<file path="src/rtl/line_fill_if.sv">
// Bundle of signals between the cache controller, main memory and the line
// fill unit: miss request, victim data, memory beat bus and fill return.
interface line_fill_if #(
    parameter int ADDR_W = 20,
    parameter int BEAT_W = 64,
    parameter int BEATS  = 8,
    parameter int TAG_W  = 7,
    parameter int IDX_W  = 7
);
    localparam int LINE_W = BEATS * BEAT_W;

    logic                req_valid;
    logic                req_ready;
    logic [ADDR_W-1:0]   req_addr;
    logic                req_wb;
    logic [TAG_W-1:0]    victim_tag;
    logic [LINE_W-1:0]   victim_line;

    logic                mem_rd;
    logic                mem_wr;
    logic [ADDR_W-1:0]   mem_addr;
    logic [BEAT_W-1:0]   mem_wdata;
    logic [BEAT_W-1:0]   mem_rdata;
    logic                mem_ack;

    logic                fill_valid;
    logic [LINE_W-1:0]   fill_line;
    logic [TAG_W-1:0]    fill_tag;
    logic [IDX_W-1:0]    fill_index;
    logic                busy;

    // master: the line fill unit itself
    modport master (
        input  req_valid, req_addr, req_wb, victim_tag, victim_line,
        input  mem_rdata, mem_ack,
        output req_ready, mem_rd, mem_wr, mem_addr, mem_wdata,
        output fill_valid, fill_line, fill_tag, fill_index, busy
    );

    // slave: cache controller plus memory side
    modport slave (
        output req_valid, req_addr, req_wb, victim_tag, victim_line,
        output mem_rdata, mem_ack,
        input  req_ready, mem_rd, mem_wr, mem_addr, mem_wdata,
        input  fill_valid, fill_line, fill_tag, fill_index, busy
    );
endinterface

</file>
<file path="src/rtl/line_fill_unit.sv">
// Cache miss handler: optional 8-beat victim writeback, 8-beat block fetch,
// then a one-cycle fill pulse carrying the assembled line, tag and index.
module line_fill_unit #(
    parameter int ADDR_W = 20,
    parameter int BEAT_W = 64,
    parameter int BEATS  = 8,
    parameter int IDX_W  = 7
) (
    input  logic        clk,
    input  logic        rst_b,
    line_fill_if.master bus
);
    localparam int WORD_W = $clog2(BEATS);
    localparam int BYTE_W = $clog2(BEAT_W / 8);
    localparam int OFF_W  = WORD_W + BYTE_W;
    localparam int TAG_W  = ADDR_W - IDX_W - OFF_W;
    localparam logic [WORD_W-1:0] LAST_BEAT = WORD_W'(BEATS - 1);

    typedef enum logic [1:0] {
        IDLE = 2'd0,
        WB   = 2'd1,
        RD   = 2'd2,
        DONE = 2'd3
    } state_t;

    state_t              state_reg;
    state_t              state_next;
    logic [WORD_W-1:0]   cnt_reg;
    logic [TAG_W-1:0]    tag_reg;
    logic [TAG_W-1:0]    victim_tag_reg;
    logic [IDX_W-1:0]    index_reg;
    logic [BEAT_W-1:0]   victim_words [BEATS];
    logic [BEAT_W-1:0]   line_words   [BEATS];

    logic                accept;
    logic                beat_done;
    logic                req_ready;
    logic                busy;
    logic                mem_rd;
    logic                mem_wr;
    logic                fill_valid;
    logic [ADDR_W-1:0]   mem_addr;
    logic [BEAT_W-1:0]   mem_wdata;

    // Block offset bits of the request address never reach the memory bus.
    logic unused_offset_bits;
    assign unused_offset_bits = &{1'b0, bus.req_addr[OFF_W-1:0]};

    always_ff @(posedge clk or negedge rst_b) begin
        if (!rst_b) begin
            state_reg <= IDLE;
        end else begin
            state_reg <= state_next;
        end
    end

    // Outputs decode only from state and registers; mem_ack and req_* only
    // steer the next state and the register enables.
    always_comb begin
        state_next = state_reg;
        accept     = 1'b0;
        beat_done  = 1'b0;
        req_ready  = 1'b0;
        busy       = 1'b1;
        mem_rd     = 1'b0;
        mem_wr     = 1'b0;
        fill_valid = 1'b0;
        mem_addr   = '0;
        mem_wdata  = '0;
        case (state_reg)
            IDLE: begin
                req_ready = 1'b1;
                busy      = 1'b0;
                if (bus.req_valid) begin
                    accept     = 1'b1;
                    state_next = bus.req_wb ? WB : RD;
                end
            end
            WB: begin
                mem_wr    = 1'b1;
                mem_addr  = {victim_tag_reg, index_reg, cnt_reg, {BYTE_W{1'b0}}};
                mem_wdata = victim_words[cnt_reg];
                if (bus.mem_ack) begin
                    beat_done = 1'b1;
                    if (cnt_reg == LAST_BEAT) begin
                        state_next = RD;
                    end
                end
            end
            RD: begin
                mem_rd   = 1'b1;
                mem_addr = {tag_reg, index_reg, cnt_reg, {BYTE_W{1'b0}}};
                if (bus.mem_ack) begin
                    beat_done = 1'b1;
                    if (cnt_reg == LAST_BEAT) begin
                        state_next = DONE;
                    end
                end
            end
            DONE: begin
                fill_valid = 1'b1;
                state_next = IDLE;
            end
            default: begin
                state_next = IDLE;
            end
        endcase
    end

    // The counter wraps 7->0 naturally at the WB->RD handover.
    always_ff @(posedge clk or negedge rst_b) begin
        if (!rst_b) begin
            cnt_reg        <= '0;
            tag_reg        <= '0;
            victim_tag_reg <= '0;
            index_reg      <= '0;
        end else if (accept) begin
            cnt_reg        <= '0;
            tag_reg        <= bus.req_addr[ADDR_W-1 -: TAG_W];
            index_reg      <= bus.req_addr[OFF_W +: IDX_W];
            victim_tag_reg <= bus.victim_tag;
        end else if (beat_done) begin
            cnt_reg <= cnt_reg + 1'b1;
        end
    end

    generate
        for (genvar gi = 0; gi < BEATS; gi++) begin : g_word
            logic [BEAT_W-1:0] victim_word_reg;
            logic [BEAT_W-1:0] line_word_reg;

            always_ff @(posedge clk or negedge rst_b) begin
                if (!rst_b) begin
                    victim_word_reg <= '0;
                end else if (accept) begin
                    victim_word_reg <= bus.victim_line[gi*BEAT_W +: BEAT_W];
                end
            end

            always_ff @(posedge clk or negedge rst_b) begin
                if (!rst_b) begin
                    line_word_reg <= '0;
                end else if (beat_done && state_reg == RD && cnt_reg == WORD_W'(gi)) begin
                    line_word_reg <= bus.mem_rdata;
                end
            end

            assign victim_words[gi]                     = victim_word_reg;
            assign line_words[gi]                       = line_word_reg;
            assign bus.fill_line[gi*BEAT_W +: BEAT_W]   = line_word_reg;
        end
    endgenerate

    assign bus.req_ready  = req_ready;
    assign bus.busy       = busy;
    assign bus.mem_rd     = mem_rd;
    assign bus.mem_wr     = mem_wr;
    assign bus.mem_addr   = mem_addr;
    assign bus.mem_wdata  = mem_wdata;
    assign bus.fill_valid = fill_valid;
    assign bus.fill_tag   = tag_reg;
    assign bus.fill_index = index_reg;

endmodule

</file>
<file path="src/flat_wrapper.sv">
// flat-port wrapper written by rule: the top's interface ports become plain ports
module line_fill_unit_flat 
#(
    parameter int ADDR_W = 20,
    parameter int BEAT_W = 64,
    parameter int BEATS  = 8,
    parameter int IDX_W  = 7
)
  (clk, rst_b, bus_req_valid, bus_req_addr, bus_req_wb, bus_victim_tag, bus_victim_line, bus_mem_rdata, bus_mem_ack, bus_req_ready, bus_mem_rd, bus_mem_wr, bus_mem_addr, bus_mem_wdata, bus_fill_valid, bus_fill_line, bus_fill_tag, bus_fill_index, bus_busy);
  line_fill_if #(.ADDR_W(ADDR_W), .BEAT_W(BEAT_W), .BEATS(BEATS), .TAG_W(7), .IDX_W(IDX_W)) bus_i ();
  input  logic clk;
  input  logic rst_b;
  input wire logic [$bits(bus_i.req_valid)-1:0] bus_req_valid;
  input wire logic [$bits(bus_i.req_addr)-1:0] bus_req_addr;
  input wire logic [$bits(bus_i.req_wb)-1:0] bus_req_wb;
  input wire logic [$bits(bus_i.victim_tag)-1:0] bus_victim_tag;
  input wire logic [$bits(bus_i.victim_line)-1:0] bus_victim_line;
  input wire logic [$bits(bus_i.mem_rdata)-1:0] bus_mem_rdata;
  input wire logic [$bits(bus_i.mem_ack)-1:0] bus_mem_ack;
  output wire logic [$bits(bus_i.req_ready)-1:0] bus_req_ready;
  output wire logic [$bits(bus_i.mem_rd)-1:0] bus_mem_rd;
  output wire logic [$bits(bus_i.mem_wr)-1:0] bus_mem_wr;
  output wire logic [$bits(bus_i.mem_addr)-1:0] bus_mem_addr;
  output wire logic [$bits(bus_i.mem_wdata)-1:0] bus_mem_wdata;
  output wire logic [$bits(bus_i.fill_valid)-1:0] bus_fill_valid;
  output wire logic [$bits(bus_i.fill_line)-1:0] bus_fill_line;
  output wire logic [$bits(bus_i.fill_tag)-1:0] bus_fill_tag;
  output wire logic [$bits(bus_i.fill_index)-1:0] bus_fill_index;
  output wire logic [$bits(bus_i.busy)-1:0] bus_busy;
  assign bus_i.req_valid = bus_req_valid;
  assign bus_i.req_addr = bus_req_addr;
  assign bus_i.req_wb = bus_req_wb;
  assign bus_i.victim_tag = bus_victim_tag;
  assign bus_i.victim_line = bus_victim_line;
  assign bus_i.mem_rdata = bus_mem_rdata;
  assign bus_i.mem_ack = bus_mem_ack;
  assign bus_req_ready = bus_i.req_ready;
  assign bus_mem_rd = bus_i.mem_rd;
  assign bus_mem_wr = bus_i.mem_wr;
  assign bus_mem_addr = bus_i.mem_addr;
  assign bus_mem_wdata = bus_i.mem_wdata;
  assign bus_fill_valid = bus_i.fill_valid;
  assign bus_fill_line = bus_i.fill_line;
  assign bus_fill_tag = bus_i.fill_tag;
  assign bus_fill_index = bus_i.fill_index;
  assign bus_busy = bus_i.busy;
  line_fill_unit #(.ADDR_W(ADDR_W), .BEAT_W(BEAT_W), .BEATS(BEATS), .IDX_W(IDX_W)) u_core (.clk(clk), .rst_b(rst_b), .bus(bus_i));
endmodule
</file>
<file path="config.mk">
export PLATFORM = sky130hd
export DESIGN_NAME = line_fill_unit_flat
export DESIGN_NICKNAME = d
export VERILOG_FILES = /design/src/rtl/line_fill_if.sv /design/src/rtl/line_fill_unit.sv /design/src/flat_wrapper.sv
export SDC_FILE = /design/constraint.sdc
export NUM_CORES = 1
export LEC_CHECK = 0
export CORE_AREA = 3 3 473 475
export CTS_CLUSTER_DIAMETER = 30
export DETAILED_ROUTE_END_ITERATION = 8
export DIE_AREA = 0 0 476 478
export SETUP_SLACK_MARGIN = 0.02
export SLEW_MARGIN = 20
export SYNTH_ARGS = -nofsm -noshare
export SYNTH_HDL_FRONTEND = slang
export SYNTH_SLANG_ARGS = --single-unit
</file>
<file path="constraint.sdc">
create_clock -name clk -period 2.9 [get_ports clk]
set_input_delay 0.435 -clock clk [delete_from_list [all_inputs] [get_ports clk]]
set_output_delay 0.435 -clock clk [all_outputs]
set_load 0.01 [all_outputs]
</file>
==> qor.txt <==
Die height: 478 um
Hold slack: 0.160 ns
Main area contributors after synthesis: dfrtp_1 (61%), mux2_2 (24%), mux4_2 (6.6%)
Slew HR: 36.7%
IO buf count: 1213
Total CTS buffers: 285
Worst-path fanout max: 6
Final Slew Violations: 0
WL final: 180 mm
Largest net degree at the start of global routing: 76
Global-route wire length before repair: 250 mm
Slew at the pin closest to its max-slew limit: 0.950 ns
Hold Vio Cnt, Final: 0
Post-route DRC: 0
Synth warn: 0
Drt initial violations: 1243
Async S/R FF share, synth: 100%
Placed cell areas: 0.0603 sq mm
Gp weighted congestion: 0.856
Critical Path Max Stage Delay: 0.50 ns
Final instance area: 0.0710 sq mm
Initial antenna violation count: 77
Via count: 30400
Vias per std cell: 4.10
WS Path Type: reg -> out
Stages on the worst setup path: 8
Rows: 172
Mapped Area: 0.0434 sq mm
Hold depth: 2
Fmax: 0.316 GHz
Post-layout min period: 3.17 ns
Final Skew: 0.0770 ns
Hold_sp: bus_victim_line[218]
Flops & latches, synth: 1050
Top-area cell type share of the netlist area: 60.6%
Critical Path Start Type: flop
Cell area power density: 1180 mW/mm^2
H-tree depth: 5
CP cell instances: buf_12, buf_16, buf_16, buf_6, mux4_2, nand2_2, a21boi_2, buf_6
GRT Util Overall: 15.4%
Delay-heaviest family, CP: buffers and inverters
Clk root buf: clkbuf_16
Initial Utilization: 19.7%
Final period utilization: 109%
Failing checks: negative setup slack
Multi-input gate area: 0.0166 sq mm
DRT antenna net count: 0
CTS max path bufs: 4
Setup crit start: u_core.cnt_reg[1]
Most common cell after layout, fill and taps aside: clkdlybuf4s50_1
Status: complete, but fails checks
Vias in the first global route: 32900
Nets: 4828
RSZ-0062 raised after global routing: true
I/O Pins: 1223
Peak VDD IR: 0.000679 V
Crit path DAT: 2.73 ns
GRT overflow: 0
Die ar.: 0.228 sq mm
Netlist cell types: 31
Fillcell total: 21500
Post-synth top flop: dfrtp_1
Wirelength per Cell: 24.3 um
Post-synthesis sequential area ratio: 60.6%
Clock sink count: 1050
Critical path endpoint category: primary output
First-pass DRT Iterations: 7
Commonest non-fill, non-tap cells in the layout: clkdlybuf4s50_1 (1131), dfrtp_1 (1046), mux2_2 (931)
Lkg Pwr: 30.3 nW
Post-synthesis mux area share: 33.8%
HP Class: in -> reg
Worst-skew pair later-pin latency: 0.89 ns
Syn Inst Count: 2654
Adder-Cell Fraction of Synth Area: 0.346%
Post-detail-place hpwl: 135 mm
XOR/XNOR Fraction of Synth Area: 0.0202%
Worst path buffer plus inverter count: 5
Data required time of the worst path: 2.47 ns
Storage element area: 0.0263 sq mm
Post-synth EDFFs: 0
CTS tree: built
# setup viols final: 65
Core ar.: 0.220 sq mm
Max Cap Viol: 0
Fin worst setup slack: -0.267 ns
Synth area leader: dfrtp_1
Post-synthesis simple-gate area fraction: 1.66%
Share of cells above drive strength 1: 43.4%
Worst-path clk slew: 0.04 ns
Average size of a mapped cell: 16.3 sq um
R2R cell count: 7
Main combinational cell family by area after synthesis: multiplexers
DIE WIDTH: 476 um
Layout area overhead: 63.6%
Compound-gate portion of the synthesized area: 1.32%
Worst R2R Start: u_core.cnt_reg[1]
Max stage delay cell, worst path: dfrtp_4
## cell usage after synthesis (6+ instances only)
| library cell | n |
|---|---|
| nand2_1 | 131 |
| dfrtp_1 | 1050 |
| ha_1 | 12 |
| a22oi_1 | 7 |
| nor2b_1 | 8 |
| mux2_1 | 114 |
| mux2_2 | 931 |
| and2_1 | 11 |
| buf_6 | 12 |
| clkbuf_1 | 24 |
| buf_4 | 28 |
| a21boi_0 | 64 |
| mux4_2 | 128 |
| buf_2 | 99 |
| inv_1 | 6 |
## per-layer routing
metal  global-route usage, %  vias to the layer above  part of all wire, %
met2                    25.5                     1279                   49
met3                    6.21                      403                  9.2
met4                    8.02                       56                  4.7
li1                        -                    12900                    -
met1                    16.8                    15700                   37
met5                       0                        -                 0.22
## cell families (layout without fill, tap and decap cells)
kind of cell	Yosys count	in the layout
flops	1050	1050
xor+xnor	1	1
mux	1176	1176
other cells	1	40
buf+inv	173	1932
fa+ha+maj	12	12
compound gates	77	77
simple gates	164	164
## stage by stage
| step | setup WS (ns) | setup TNS (ns) | cells | power (mW) | utilization, % |
|---|---|---|---|---|---|
| after detailed placement | 0.0447 | 0 | 6830 | 51.7 | 27.5 |
| after floorplan | 0.812 | 0 | 2656 | 37.6 | - |
| after global routing | -0.415 | -18.84 | 7389 | 88.0 | 32.3 |
| after CTS | -0.385 | -18.70 | 7366 | 84.9 | 32.2 |
| after global placement | 0.0228 | 0 | 6830 | 51.1 | 27.5 |
| final | -0.267 | -9.34 | 7410 | 84.0 | 32.3 |
## report_power, final
part | switching, mW | total, mW | internal [mW]
registers | 4.15 | 25.4 | 21.2
logic | 11.2 | 27.4 | 16.1
clock network | 9.24 | 31.3 | 22.0
## worst reg2reg max path: cells and delay by family (launching register included)
| family | cells | cell delay (ns) |
|---|---|---|
| buffers and inverters | 4 | 0.93 |
| and+or+nand+nor | 1 | 0.51 |
| DFF | 1 | 0.50 |
| muxes | 1 | 0.34 |
| adders and majority gates | 1 | 0.27 |
## cell type report
| class | count | share of cell area (%) |
|---|---|---|
| diodes | 37 | 0.130 |
| clock buffers | 381 | 11.5 |
| clock inverters | 113 | 2.06 |
| inverters | 6 | 0.0388 |
| multi-input cells | 1433 | 23.3 |
| flip-flops and latches | 1050 | 37.0 |
| well taps | 2958 | 5.21 |
| repair buffers | 1432 | 20.7 |
## worst paths after layout
check / to / slack, ns
max: bus_mem_wdata[6] / -0.27
min: u_core.g_word[3].victim_word_reg[26] / 0.16
max reg2reg: u_core.g_word[5].line_word_reg[53] / 0.20
min reg2reg: u_core.g_word[3].line_word_reg[4] / 0.48
max in group asynchronous: u_core.g_word[6].line_word_reg[61] / 1.55
min in group asynchronous: u_core.g_word[1].victim_word_reg[34] / 0.19
## what timing repair did
action | CTS | global route
endpoints found under the setup margin | 82 | 70
buffers inserted | 35 | 13
cloned | 9 | 0
hold buffers | 1 | 0
endpoints found under the hold margin | 27 | 0
gates resized for setup | 493 | 70
pin swaps | 50 | 25
(Power assumes the default switching activity.)
